$ cat src/rtl/line_pkg.sv
// Shared definitions for the line rasterizer: coordinate and error-term
// width derivation plus the controller state encoding.
package line_pkg;

    // Bits needed to hold a coordinate in [0, n-1].
    function automatic int coord_width(input int n);
        return (n > 1) ? $clog2(n) : 1;
    endfunction

    // Signed error/delta width: the wider coordinate plus sign and headroom
    // so dx+dy and 2*err never wrap for representable endpoints.
    function automatic int err_width(input int xw, input int yw);
        return ((xw > yw) ? xw : yw) + 2;
    endfunction

    typedef enum logic [1:0] {
        S_IDLE  = 2'd0,
        S_SETUP = 2'd1,
        S_PLOT  = 2'd2
    } state_t;

endpackage

$ cat src/rtl/line_rasterizer.sv
// Bresenham line rasterizer: accepts two endpoints, emits one pixel per
// accepted framebuffer handshake from (x1,y1) to (x2,y2) inclusive.
// Optional build macro LINE_RASTERIZER_CLIP_EN suppresses writes of pixels
// outside the active area; such pixels are stepped over without a handshake.
module line_rasterizer
    import line_pkg::*;
#(
    parameter int  HOR_ACTIVE_PIXELS = 640,
    parameter int  VER_ACTIVE_PIXELS = 480,
    localparam int X_WIDTH   = coord_width(HOR_ACTIVE_PIXELS),
    localparam int Y_WIDTH   = coord_width(VER_ACTIVE_PIXELS),
    localparam int ERR_WIDTH = err_width(X_WIDTH, Y_WIDTH)
) (
    input  logic               clk,
    input  logic               rst,
    input  logic               start,
    output logic               ready,
    input  logic [X_WIDTH-1:0] x1,
    input  logic [Y_WIDTH-1:0] y1,
    input  logic [X_WIDTH-1:0] x2,
    input  logic [Y_WIDTH-1:0] y2,
    output logic [X_WIDTH-1:0] pixel_x,
    output logic [Y_WIDTH-1:0] pixel_y,
    output logic               pixel_write,
    input  logic               pixel_ready
);

    state_t                      r_state = S_IDLE;
    state_t                      w_state_next;
    logic        [X_WIDTH-1:0]   r_x     = '0;
    logic        [Y_WIDTH-1:0]   r_y     = '0;
    logic        [X_WIDTH-1:0]   r_x_end = '0;
    logic        [Y_WIDTH-1:0]   r_y_end = '0;
    logic signed [ERR_WIDTH-1:0] r_dx    = '0;
    logic signed [ERR_WIDTH-1:0] r_dy    = '0;
    logic signed [ERR_WIDTH-1:0] r_err   = '0;
    logic                        r_sx_neg = 1'b0;
    logic                        r_sy_neg = 1'b0;

    logic signed [ERR_WIDTH-1:0] w_x_s, w_y_s, w_xe_s, w_ye_s;
    logic signed [ERR_WIDTH-1:0] w_dx_diff, w_dy_diff, w_dx_abs, w_dy_neg;
    logic signed [ERR_WIDTH:0]   w_e2, w_dx_ext, w_dy_ext;
    logic signed [ERR_WIDTH-1:0] w_add_x, w_add_y, w_err_next;
    logic                        w_step_x, w_step_y;
    logic                        w_visible, w_adv, w_last;

    // Endpoint deltas, evaluated in SETUP from the latched endpoints.
    assign w_x_s     = ERR_WIDTH'(r_x);
    assign w_y_s     = ERR_WIDTH'(r_y);
    assign w_xe_s    = ERR_WIDTH'(r_x_end);
    assign w_ye_s    = ERR_WIDTH'(r_y_end);
    assign w_dx_diff = w_xe_s - w_x_s;
    assign w_dy_diff = w_ye_s - w_y_s;
    assign w_dx_abs  = (w_dx_diff < 0) ? -w_dx_diff : w_dx_diff;
    assign w_dy_neg  = (w_dy_diff < 0) ? w_dy_diff : -w_dy_diff;

    // Step decision: e2 carries one extra bit so doubling never wraps.
    assign w_e2       = {r_err, 1'b0};
    assign w_dx_ext   = {r_dx[ERR_WIDTH-1], r_dx};
    assign w_dy_ext   = {r_dy[ERR_WIDTH-1], r_dy};
    assign w_step_x   = (w_e2 >= w_dy_ext);
    assign w_step_y   = (w_e2 <= w_dx_ext);
    assign w_add_x    = w_step_x ? r_dy : '0;
    assign w_add_y    = w_step_y ? r_dx : '0;
    assign w_err_next = r_err + w_add_x + w_add_y;

`ifdef LINE_RASTERIZER_CLIP_EN
    assign w_visible = (int'(r_x) < HOR_ACTIVE_PIXELS) && (int'(r_y) < VER_ACTIVE_PIXELS);
`else
    assign w_visible = 1'b1;
`endif

    // Cursor advances on a handshake, or immediately for a clipped pixel.
    assign w_adv  = (r_state == S_PLOT) && (!w_visible || pixel_ready);
    assign w_last = (r_x == r_x_end) && (r_y == r_y_end);

    assign pixel_x = r_x;
    assign pixel_y = r_y;

    // State register.
    always_ff @(posedge clk) begin
        if (rst) r_state <= S_IDLE;
        else     r_state <= w_state_next;
    end

    // Next-state and handshake outputs.
    always_comb begin
        w_state_next = r_state;
        ready        = 1'b0;
        pixel_write  = 1'b0;
        case (r_state)
            S_IDLE: begin
                ready = 1'b1;
                if (start) w_state_next = S_SETUP;
            end
            S_SETUP: w_state_next = S_PLOT;
            S_PLOT: begin
                pixel_write = w_visible;
                if (w_adv && w_last) w_state_next = S_IDLE;
            end
            default: w_state_next = S_IDLE;
        endcase
    end

    // Endpoint latch, delta setup and Bresenham cursor/error update.
    always_ff @(posedge clk) begin
        if (rst) begin
            r_x      <= '0;
            r_y      <= '0;
            r_x_end  <= '0;
            r_y_end  <= '0;
            r_dx     <= '0;
            r_dy     <= '0;
            r_err    <= '0;
            r_sx_neg <= 1'b0;
            r_sy_neg <= 1'b0;
        end else begin
            case (r_state)
                S_IDLE: begin
                    if (start) begin
                        r_x     <= x1;
                        r_y     <= y1;
                        r_x_end <= x2;
                        r_y_end <= y2;
                    end
                end
                S_SETUP: begin
                    r_dx     <= w_dx_abs;
                    r_dy     <= w_dy_neg;
                    r_err    <= w_dx_abs + w_dy_neg;
                    r_sx_neg <= (w_dx_diff < 0);
                    r_sy_neg <= (w_dy_diff < 0);
                end
                S_PLOT: begin
                    if (w_adv && !w_last) begin
                        r_err <= w_err_next;
                        if (w_step_x) r_x <= r_sx_neg ? r_x - X_WIDTH'(1) : r_x + X_WIDTH'(1);
                        if (w_step_y) r_y <= r_sy_neg ? r_y - Y_WIDTH'(1) : r_y + Y_WIDTH'(1);
                    end
                end
                default: ;
            endcase
        end
    end

endmodule

$ cat config.mk
export PLATFORM = sky130hd
export DESIGN_NAME = line_rasterizer
export DESIGN_NICKNAME = d
export VERILOG_FILES = /design/src/rtl/line_pkg.sv /design/src/rtl/line_rasterizer.sv
export SDC_FILE = /design/constraint.sdc
export NUM_CORES = 1
export LEC_CHECK = 0
export CORE_MARGIN = 5
export CORE_UTILIZATION = 53
export DETAILED_ROUTE_END_ITERATION = 8
export PLACE_DENSITY_LB_ADDON = 0.3
export SETUP_SLACK_MARGIN = 0.4
export SYNTH_ARGS = -nofsm -noshare
export SYNTH_HDL_FRONTEND = slang
export SYNTH_SLANG_ARGS = --single-unit
$ cat constraint.sdc
create_clock -name clk -period 4.7 [get_ports clk]
set_input_delay 0.705 -clock clk [delete_from_list [all_inputs] [get_ports clk]]
set_output_delay 0.705 -clock clk [all_outputs]
set_load 0.01 [all_outputs]
After elaboration in Yosys (flattened, before gate mapping)
Index checks and enable logic that the tools add are counted.
{"block": "op_classes", "addsub": 11, "order_cmp": 4, "eq_ne": 9, "muxes": 21, "n_reduce_logical": 13}
{"op": "12-bit two-way mux", "count": 5}
{"op": "10-bit two-way mux", "count": 4}
{"op": "12-bit adder", "count": 3}
{"op": "9-bit two-way mux", "count": 4}
{"op": "12-bit case mux with 2 select lines", "count": 1}
{"op": "10-bit case mux with 2 select lines", "count": 1}
{"op": "9-bit case mux with 2 select lines", "count": 1}
{"op": "13-bit by 12-bit >= comparator with 1-bit output", "count": 1}
{"op": "13-bit by 12-bit <= comparator with 1-bit output", "count": 1}
{"op": "10-bit negator with 12-bit output", "count": 1}
{"op": "11-bit negator with 12-bit output", "count": 1}
{"op": "11-bit by 1-bit less-than comparator with 1-bit output (second input constant)", "count": 1}
{"op": "10-bit by 10-bit subtractor with 11-bit output", "count": 1}
{"op": "10-bit by 1-bit adder with 10-bit output (second input constant)", "count": 1}
{"op": "10-bit equality test", "count": 1}
{"op": "10-bit by 1-bit less-than comparator with 1-bit output (second input constant)", "count": 1}
{"op": "10-bit by 1-bit subtractor with 10-bit output (second input constant)", "count": 1}
{"op": "9-bit by 9-bit subtractor with 10-bit output", "count": 1}
{"op": "9-bit by 1-bit adder with 9-bit output (second input constant)", "count": 1}
{"op": "9-bit equality test", "count": 1}
{"op": "9-bit by 1-bit subtractor with 9-bit output (second input constant)", "count": 1}
{"op": "4-bit AND reduction", "count": 2}
{"op": "2-bit != test (second input constant)", "count": 3}
{"op": "2-bit case mux with 3 select lines", "count": 1}
{"op": "other kinds (10)", "count": 19}
{"block": "word_totals", "regBits": 78, "input_bits": 42, "out_inout_bits": 21, "wordCells": 68}

Logic depth before layout (Yosys ltp)
Gate-level depths: netlist of run 1.
{"block": "logic_depth", "depth_word": 6, "mapped_depth": 23, "ltp_nobuf": 22}

Worst setup path after synthesis of run 1
OpenSTA, ideal clock, no wires.
{"block": "synth_timing", "path_kind": "reg2reg", "from": "reg r_dx[11]", "to": "reg r_err[11]", "setup_ps": 74, "arrival_ps": 4315, "t_required_ps": 4626, "slack_ps": 311, "stages_incl_launch_ff": 22, "n_path_buf": 1, "synth_period_minus_slack_ps": 4389, "path_cell_list": "dfxtp_1 > inv_1 > ha_1 > nand4_1 > nor3_1 > o31ai_1 > a21oi_1 > clkbuf_1 > nor2_1 > fa_1 > ha_1 > inv_1 > fa_1 > nor2b_1 > o2111ai_1 > a21boi_0 > o21a_1 > nor2_1 > o21ai_0 > xnor3_1 > a221o_1 > a31oi_1"}
{"block": "synth_between", "elab_chain_cells": 5}
{"item": "start, declared", "line_no": "line_rasterizer.sv:34", "text": "logic signed [ERR_WIDTH-1:0] r_dx = '0;"}
{"item": "start signal, assigned", "line_no": "line_rasterizer.sv:128", "text": "r_dx <= w_dx_abs;"}
{"item": "13-bit by 12-bit <= comparator with 1-bit output", "line_no": "line_rasterizer.sv:62", "text": "assign w_step_y = (w_e2 <= w_dx_ext);"}
{"item": "12-bit two-way mux (*)", "line_no": "line_rasterizer.sv:64", "text": "assign w_add_y = w_step_y ? r_dx : '0;"}
{"item": "12-bit adder (*)", "line_no": "line_rasterizer.sv:65", "text": "assign w_err_next = r_err + w_add_x + w_add_y;"}
{"item": "12-bit two-way mux (*)", "line_no": "line_rasterizer.sv:135", "text": "if (w_adv && !w_last) begin"}
{"item": "12-bit case mux with 2 select lines (*)", "line_no": "line_rasterizer.sv:118", "text": "case (r_state)"}
{"item": "end signal, assigned", "line_no": "line_rasterizer.sv:130", "text": "r_err <= w_dx_abs + w_dy_neg;"}
{"item": "end signal, assigned", "line_no": "line_rasterizer.sv:136", "text": "r_err <= w_err_next;"}
{"item": "end, declared", "line_no": "line_rasterizer.sv:36", "text": "logic signed [ERR_WIDTH-1:0] r_err = '0;"}
Mark *: on every way between the ends. The rest lies on a longest branch, timed or not. The select of a mux whose other input is x is not followed.
A chain may end at the register's enable or synchronous reset.

Worst setup path after layout of run 1
{"block": "layout_timing", "from": "reg r_err[7]", "to": "reg r_err[11]"}
{"block": "layout_between", "elab_chain_cells": 6, "word_cells_on_any_way": 8, "classes_between": "add/sub (2); order compare (2); mux (4)"}
{"item": "13-bit by 12-bit >= comparator with 1-bit output", "line_no": "line_rasterizer.sv:61", "text": "assign w_step_x = (w_e2 >= w_dy_ext);"}
{"item": "12-bit two-way mux", "line_no": "line_rasterizer.sv:63", "text": "assign w_add_x = w_step_x ? r_dy : '0;"}
{"item": "12-bit adder", "line_no": "line_rasterizer.sv:65"}
{"item": "12-bit adder (*)", "line_no": "line_rasterizer.sv:65"}
{"item": "12-bit two-way mux (*)", "line_no": "line_rasterizer.sv:135"}
{"item": "12-bit case mux with 2 select lines (*)", "line_no": "line_rasterizer.sv:118"}
Marked as above.

==> flow_summary.json, run 1 <==
{
  "post_route_cells_drive_above_1_share_pct": 12.7,
  "final_cell_mix": "nand2_1, nor2_1, a21oi_1, inv_1, ha_1",
  "clock_tree.buffer_depth": 2,
  "grt_use_total_pct": 24.1,
  "ys.warnings.count": 0,
  "post-route-cell-area_mm2": 0.00812,
  "core_area_mm2": 0.0125,
  "total_clock_buffers_created_by_cts": 9,
  "cp_max_fo": 4,
  "worst_setup_path_start_kind": "flop",
  "area_delta_synth_final_pct": 22.0,
  "netlist_instances": 861,
  "synth_seq_area_share_pct": 23.4,
  "ctsHoldBuffers": 0,
  "rsz0062_at_grt": "yes",
  "timing.critical_path.arrival_ns": 4.47,
  "drt_total_wl_um": 17800,
  "num-fill-cells": 1081,
  "root_buffer": "clkbuf_16",
  "sequential_cell_area_mm2": 0.00158,
  "floorplan.initialDensity_pct": 53.4,
  "worst_skew_pair.late_latency_ns": 0.35,
  "power_uw": 4250,
  "postPlaceCellArea_mm2": 0.00749,
  "static-leakage-power_uw": 0.00343,
  "finalSetupViolations": 0,
  "synth_cell_types": 59,
  "detailroute.wirelength.met2_um": 8460,
  "drt.antenna.violating_nets": 0,
  "rows": 41,
  "period_needed_ns": 4.20,
  "mostFrequentLayoutCell": "nand2_1",
  "drtIter0Drc": 424,
  "first_pass_grt_wire_length_um": 28400,
  "die_height_um": 122,
  "ys_ff_latch": 78,
  "synth_edf_count": 0,
  "grt_pass1_vias": 5869,
  "criticalPathCategory": "reg2reg",
  "highest-signal-layer": "met4",
  "classification_of_the_worst_slack_hold_path": "reg2reg",
  "cts_tree": "done",
  "layout_worst_path_cycle_share_pct": 89.3,
  "timing.hold.ws_ns": 0.455,
  "via_count": 6260,
  "clk_pin_slew_ns": 0.07,
  "final_net_count": 1066,
  "antenna_cells": 0,
  "cts_sinks": 78,
  "worst_slew_pin_slew_ns": 0.795,
  "timing.critical_path.to_type": "flop",
  "worst-endpoint-required_ns": 4.97,
  "detail_route.drc_violations": 0,
  "powerDensity_mw_per_mm2": 523,
  "postSynthAreaPerCell_um2": 7.74,
  "synth-async-reset-ratio_pct": 0,
  "timing.max_cap.violations": 0,
  "final_hold_vio_count": 0,
  "antenna_found_initial": 0,
  "clock_tree.htree_level_count": 3,
  "synth_ff_type": "dfxtp_1",
  "largest_net_degree_at_the_start_of_global_routing": 69,
  "fmax_mhz": 238,
  "wl_met3_um": 974,
  "syn_nets": 1001,
  "final_max_slew_viol_count": 0,
  "wl_per_cell_um": 16.2,
  "relative_slew_slack_pct": 47.0,
  "setup_skew_after_layout_ns": 0.0112,
  "grt_overflow": 0,
  "detail_route.vias_per_cell": 5.68,
  "dp_hpwl_um": 13300,
  "die_width_um": 122,
  "drtPass1Iterations": 5,
  "outcome": "completed",
  "floorplan.io_pins": 63,
  "tns_ns": 0,
  "die_area_mm2": 0.0149,
  "routabilityCongestion": 0.922,
  "numPortBuffers": 62,
  "cell_area_after_technology_mapping_mm2": 0.00666,
  "wl_met1_um": 7840,
  "vdd.ir_drop.worst_uv": 259,
  "multi_input_area_mm2": 0.00494
}
[repair_timing]
action	4_1_cts	5_1_grt
setup endpoints to repair	2	7
pin swaps	2	30
setup buffers	0	9
resized for setup	9	65
[logic make-up (layout without fill, tap and decap cells)]
kind of cell / after synthesis / count (layout) / synth area share (%)
AO/OA/AOI/OAI: 226 / 226 / 22.0
XOR/XNOR: 50 / 50 / 6.78
adder cells (fa/ha/maj): 98 / 98 / 20.3
buffers and inverters: 117 / 187 / 6.71
flip-flops: 78 / 78 / 23.4
multiplexers: 4 / 4 / 0.601
AND/OR/NAND/NOR: 288 / 288 / 20.1
[per-layer routing]
metal	track usage (%)	up-vias
met4	10.8	0
met2	40.7	173
met3	3.25	31
met5	0	-
met1	30.6	2919
li1	-	3137
[power by group]
group / switching, uW / internal [uW]
Clock: 282 / 368
Sequential: 93.0 / 744
Combinational: 1550 / 1220
[final cells by class]
cell class,count,share of cell area (%)
clock buffer,11,2.99
clock inverter,5,0.308
inverter,84,3.91
multi-input combinational,666,60.8
sequential,78,19.4
tap,172,2.65
timing repair buffer,87,9.89
[metrics by stage]
stage / cells / worst slack [ns] / utilization, %
global placement: 1078 / 0.180 / 60.1
CTS: 1094 / 0.405 / 62.4
detailed placement: 1078 / 0.0227 / 60.1
floorplan: 861 / 0.412 / -
finish: 1103 / 0.504 / 65.2
global route: 1103 / 0.293 / 65.2
[cell usage after synthesis, types with 9 or more instances]
master	number	area, um2
nand2b_1	12	75.1
o21ai_0	28	140
xnor2_1	34	298
and2_1	10	62.6
a21o_1	13	97.6
nor2b_1	10	62.6
clkbuf_1	29	109
dfxtp_1	78	1560
inv_1	82	308
xor2_1	15	131
ha_1	81	1010
fa_1	17	340
nand4_1	9	56.3
a21oi_1	85	425
nand3_1	16	80.1
nor2_1	88	330
nand2_1	87	327
a211oi_1	32	240
nor3_1	26	130
[worst max-delay path, stage by stage (launching register included)]
cell	delay [ns]
dfxtp_1	0.45
ha_1	0.30
a21oi_1	0.19
o21ai_0	0.17
nor3_2	0.16
a21oi_2	0.11
and2_4	0.15
fa_1	0.48
ha_2	0.18
inv_2	0.04
fa_2	0.41
nor2b_4	0.16
o2111ai_4	0.14
a21boi_2	0.17
o21a_1	0.15
nor2_2	0.05
o21ai_2	0.12
xnor3_1	0.24
a221o_1	0.32
a31oi_1	0.11
[state kept, by name (all words and copies together) (netlist names)]
register,flops
r_sy_neg,1
r_x_end,10
pixel_y,9
r_state,2
r_sx_neg,1
pixel_x,10
r_dy,12
r_dx,12
r_err,12
r_y_end,9
[final timing paths]
kind | startpoint | to | slack [ns] | cells after the start
worst max-delay path | r_err[7] | r_err[11] | 0.50 | 19
worst min-delay path | r_y_end[0] | r_y_end[0] | 0.45 | 2
worst max register to register | r_err[7] | r_err[11] | 0.50 | 19
worst min register to register | r_y_end[0] | r_y_end[0] | 0.45 | 2
(Power assumes the default switching activity.)
==> inputs of run 2 (changes only) <==
Settings changed: CORE_ASPECT_RATIO set to 0.9, SKIP_LAST_GASP set to 1, SLEW_MARGIN set to 20.
==> flow_summary.json, run 2 (same netlist as run 1, synthesis figures left out) <==
{
  "outcome": "completed",
  "root_buffer": "clkbuf_16",
  "postLayoutSetupSlackWorst_ns": 0.395,
  "clock_tree.htree_level_count": 3,
  "criticalPathCategory": "reg2reg",
  "final_net_count": 1092,
  "grt_pass1_vias": 6112,
  "detail_route.vias_per_cell": 5.97,
  "period_needed_ns": 4.30,
  "hold-path-endpoint": "r_y_end[0]",
  "tns_ns": 0,
  "holdPathStages": 2,
  "worst_skew_pair.late_latency_ns": 0.36,
  "final_hold_vio_count": 0,
  "rrSetupSlack_ns": 0.40,
  "fmax_mhz": 232,
  "worst_hold_startpoint": "r_y_end[0]",
  "rsz0062_at_grt": "yes",
  "total_clock_buffers_created_by_cts": 9,
  "grt_overflow": 0,
  "setup_skew_after_layout_ns": 0.0123,
  "static-leakage-power_uw": 0.00361,
  "first_pass_grt_wire_length_um": 30400,
  "worst_setup_path_start_kind": "flop",
  "antenna_cells": 0,
  "drt.antenna.violating_nets": 0,
  "place_ws_ns": 0.0866,
  "timing.critical_path.to_type": "flop",
  "power_uw": 5020,
  "via_count": 6661,
  "floorplan.io_pins": 63,
  "classification_of_the_worst_slack_hold_path": "reg2reg",
  "clk_pin_slew_ns": 0.07,
  "rows": 38,
  "layout_worst_path_cycle_share_pct": 91.6,
  "final_max_slew_viol_count": 0,
  "wl_per_cell_um": 18.0,
  "timing.max_cap.violations": 0,
  "num-fill-cells": 957,
  "powerDensity_mw_per_mm2": 590,
  "largest_net_degree_at_the_start_of_global_routing": 45,
  "finalSetupViolations": 0,
  "routabilityCongestion": 0.944,
  "cp_max_fo": 5,
  "die_width_um": 128,
  "dp_hpwl_um": 14100,
  "die_height_um": 116,
  "floorplan.initialDensity_pct": 54.7,
  "drt_total_wl_um": 20100,
  "detail_route.drc_violations": 0,
  "r2r-end": "r_err[11]",
  "final_cell_mix": "nand2_1, nor2_1, inv_1, a21oi_1, dfxtp_1",
  "mostFrequentLayoutCell": "nand2_1",
  "area_delta_synth_final_pct": 27.6,
  "worst-endpoint-required_ns": 4.97,
  "worst_slew_pin_slew_ns": 0.899,
  "core_area_mm2": 0.0122,
  "die_area_mm2": 0.0149,
  "drtIter0Drc": 580,
  "reg_top3": "r_dx x12, r_dy x12, r_err x12",
  "post_route_cells_drive_above_1_share_pct": 16.5,
  "reg2regPathDepth": 19,
  "crit-reg2reg-launch": "pixel_y[1]",
  "relative_slew_slack_pct": 40.1,
  "drtPass1Iterations": 6,
  "cts_sinks": 78,
  "timing.critical_path.arrival_ns": 4.57,
  "worst_setup_path_startpoint": "pixel_y[1]",
  "antenna_found_initial": 0,
  "cts_tree": "done",
  "grt_use_total_pct": 25.8,
  "vdd.ir_drop.worst_uv": 315,
  "numPortBuffers": 62,
  "clock_tree.buffer_depth": 2
}
==> run 2: cell count changes in the layout (fill, tap and decap cells not counted), sizes merged <==
cell / delta
clkinv: -4
clkbuf: -2
inv: +2
bufinv: +2
buf: +26
clkinvlp: +1
==> run 2: metal layers <==
metal	track usage (%)	vias to the layer above	share of wire (%)
met5	0	-	0
met4	7.71	0	2.0
met3	7.09	37	9.5
met2	40.2	270	45
met1	35.0	3161	44
li1	-	3193	-
==> run 2: worst max-delay path, cell delays in order, from the launching register on <==
cell      delay, ns
dfxtp_1        0.35
inv_1          0.11
buf_4          0.18
fa_1           0.45
a21o_1         0.19
a21oi_2        0.21
o21bai_1       0.09
a21oi_1        0.24
xor2_2         0.22
nand4_1        0.18
o21bai_1       0.24
xnor2_1        0.17
ha_1           0.40
nand3_1        0.11
a21oi_2        0.16
nor2_1         0.06
a211o_1        0.32
xnor2_2        0.16
a221o_1        0.26
a31oi_1        0.12
==> run 2: area by class of cell <==
class                   count  area (um2)  share of cell area, %
clock buffers               9         225                   2.65
clock inverters             6        93.8                   1.10
inverters                  84         315                   3.71
multi-input cells         666        5090                   59.8
flip-flops and latches     78        1580                   18.5
well taps                 160         200                   2.36
repair buffers            113        1000                   11.8
==> run 2: where the power goes <==
group / total [uW] / leakage (uW) / switching [uW] / internal (uW)
logic: 3400 / 0.00281 / 1830 / 1580
clock network: 779 / 0.000153 / 311 / 467
registers: 834 / 0.000645 / 91.5 / 743
==> run 2: worst max path at each step <==
stage / to / depth (start not counted)
3_3_place_gp: r_err[11] / 20
3_5_place_dp: r_err[11] / 20
2_1_floorplan: r_err[11] / 21
6_report: r_err[11] / 19
5_1_grt: r_err[11] / 19
4_1_cts: r_err[11] / 23
==> run 2: repair_timing <==
| action | in CTS | in global routing |
|---|---|---|
| buffers inserted | 5 | 14 |
| hold buffers | 0 | 0 |
| pin swaps | 13 | 43 |
| resized for setup | 16 | 75 |
| setup endpoints to repair | 4 | 6 |
==> run 2: per-stage QoR <==
stage / util [%] / hold WS (ns) / std cells / cell area [um2]
after floorplan: - / 0.436 / 861 / 6670
after global placement: 62.4 / 0.445 / 1082 / 7590
after detailed placement: 62.4 / 0.448 / 1082 / 7590
after CTS: 65.7 / 0.457 / 1102 / 8000
after global routing: 69.8 / 0.483 / 1116 / 8500
final: 69.8 / 0.456 / 1116 / 8500
==> inputs of run 3 (changes only) <==
Settings changed: CTS_CLUSTER_SIZE set to 8.
==> results of run 3 <==
Final layout, timing and power as in run 2 (identical DEF).
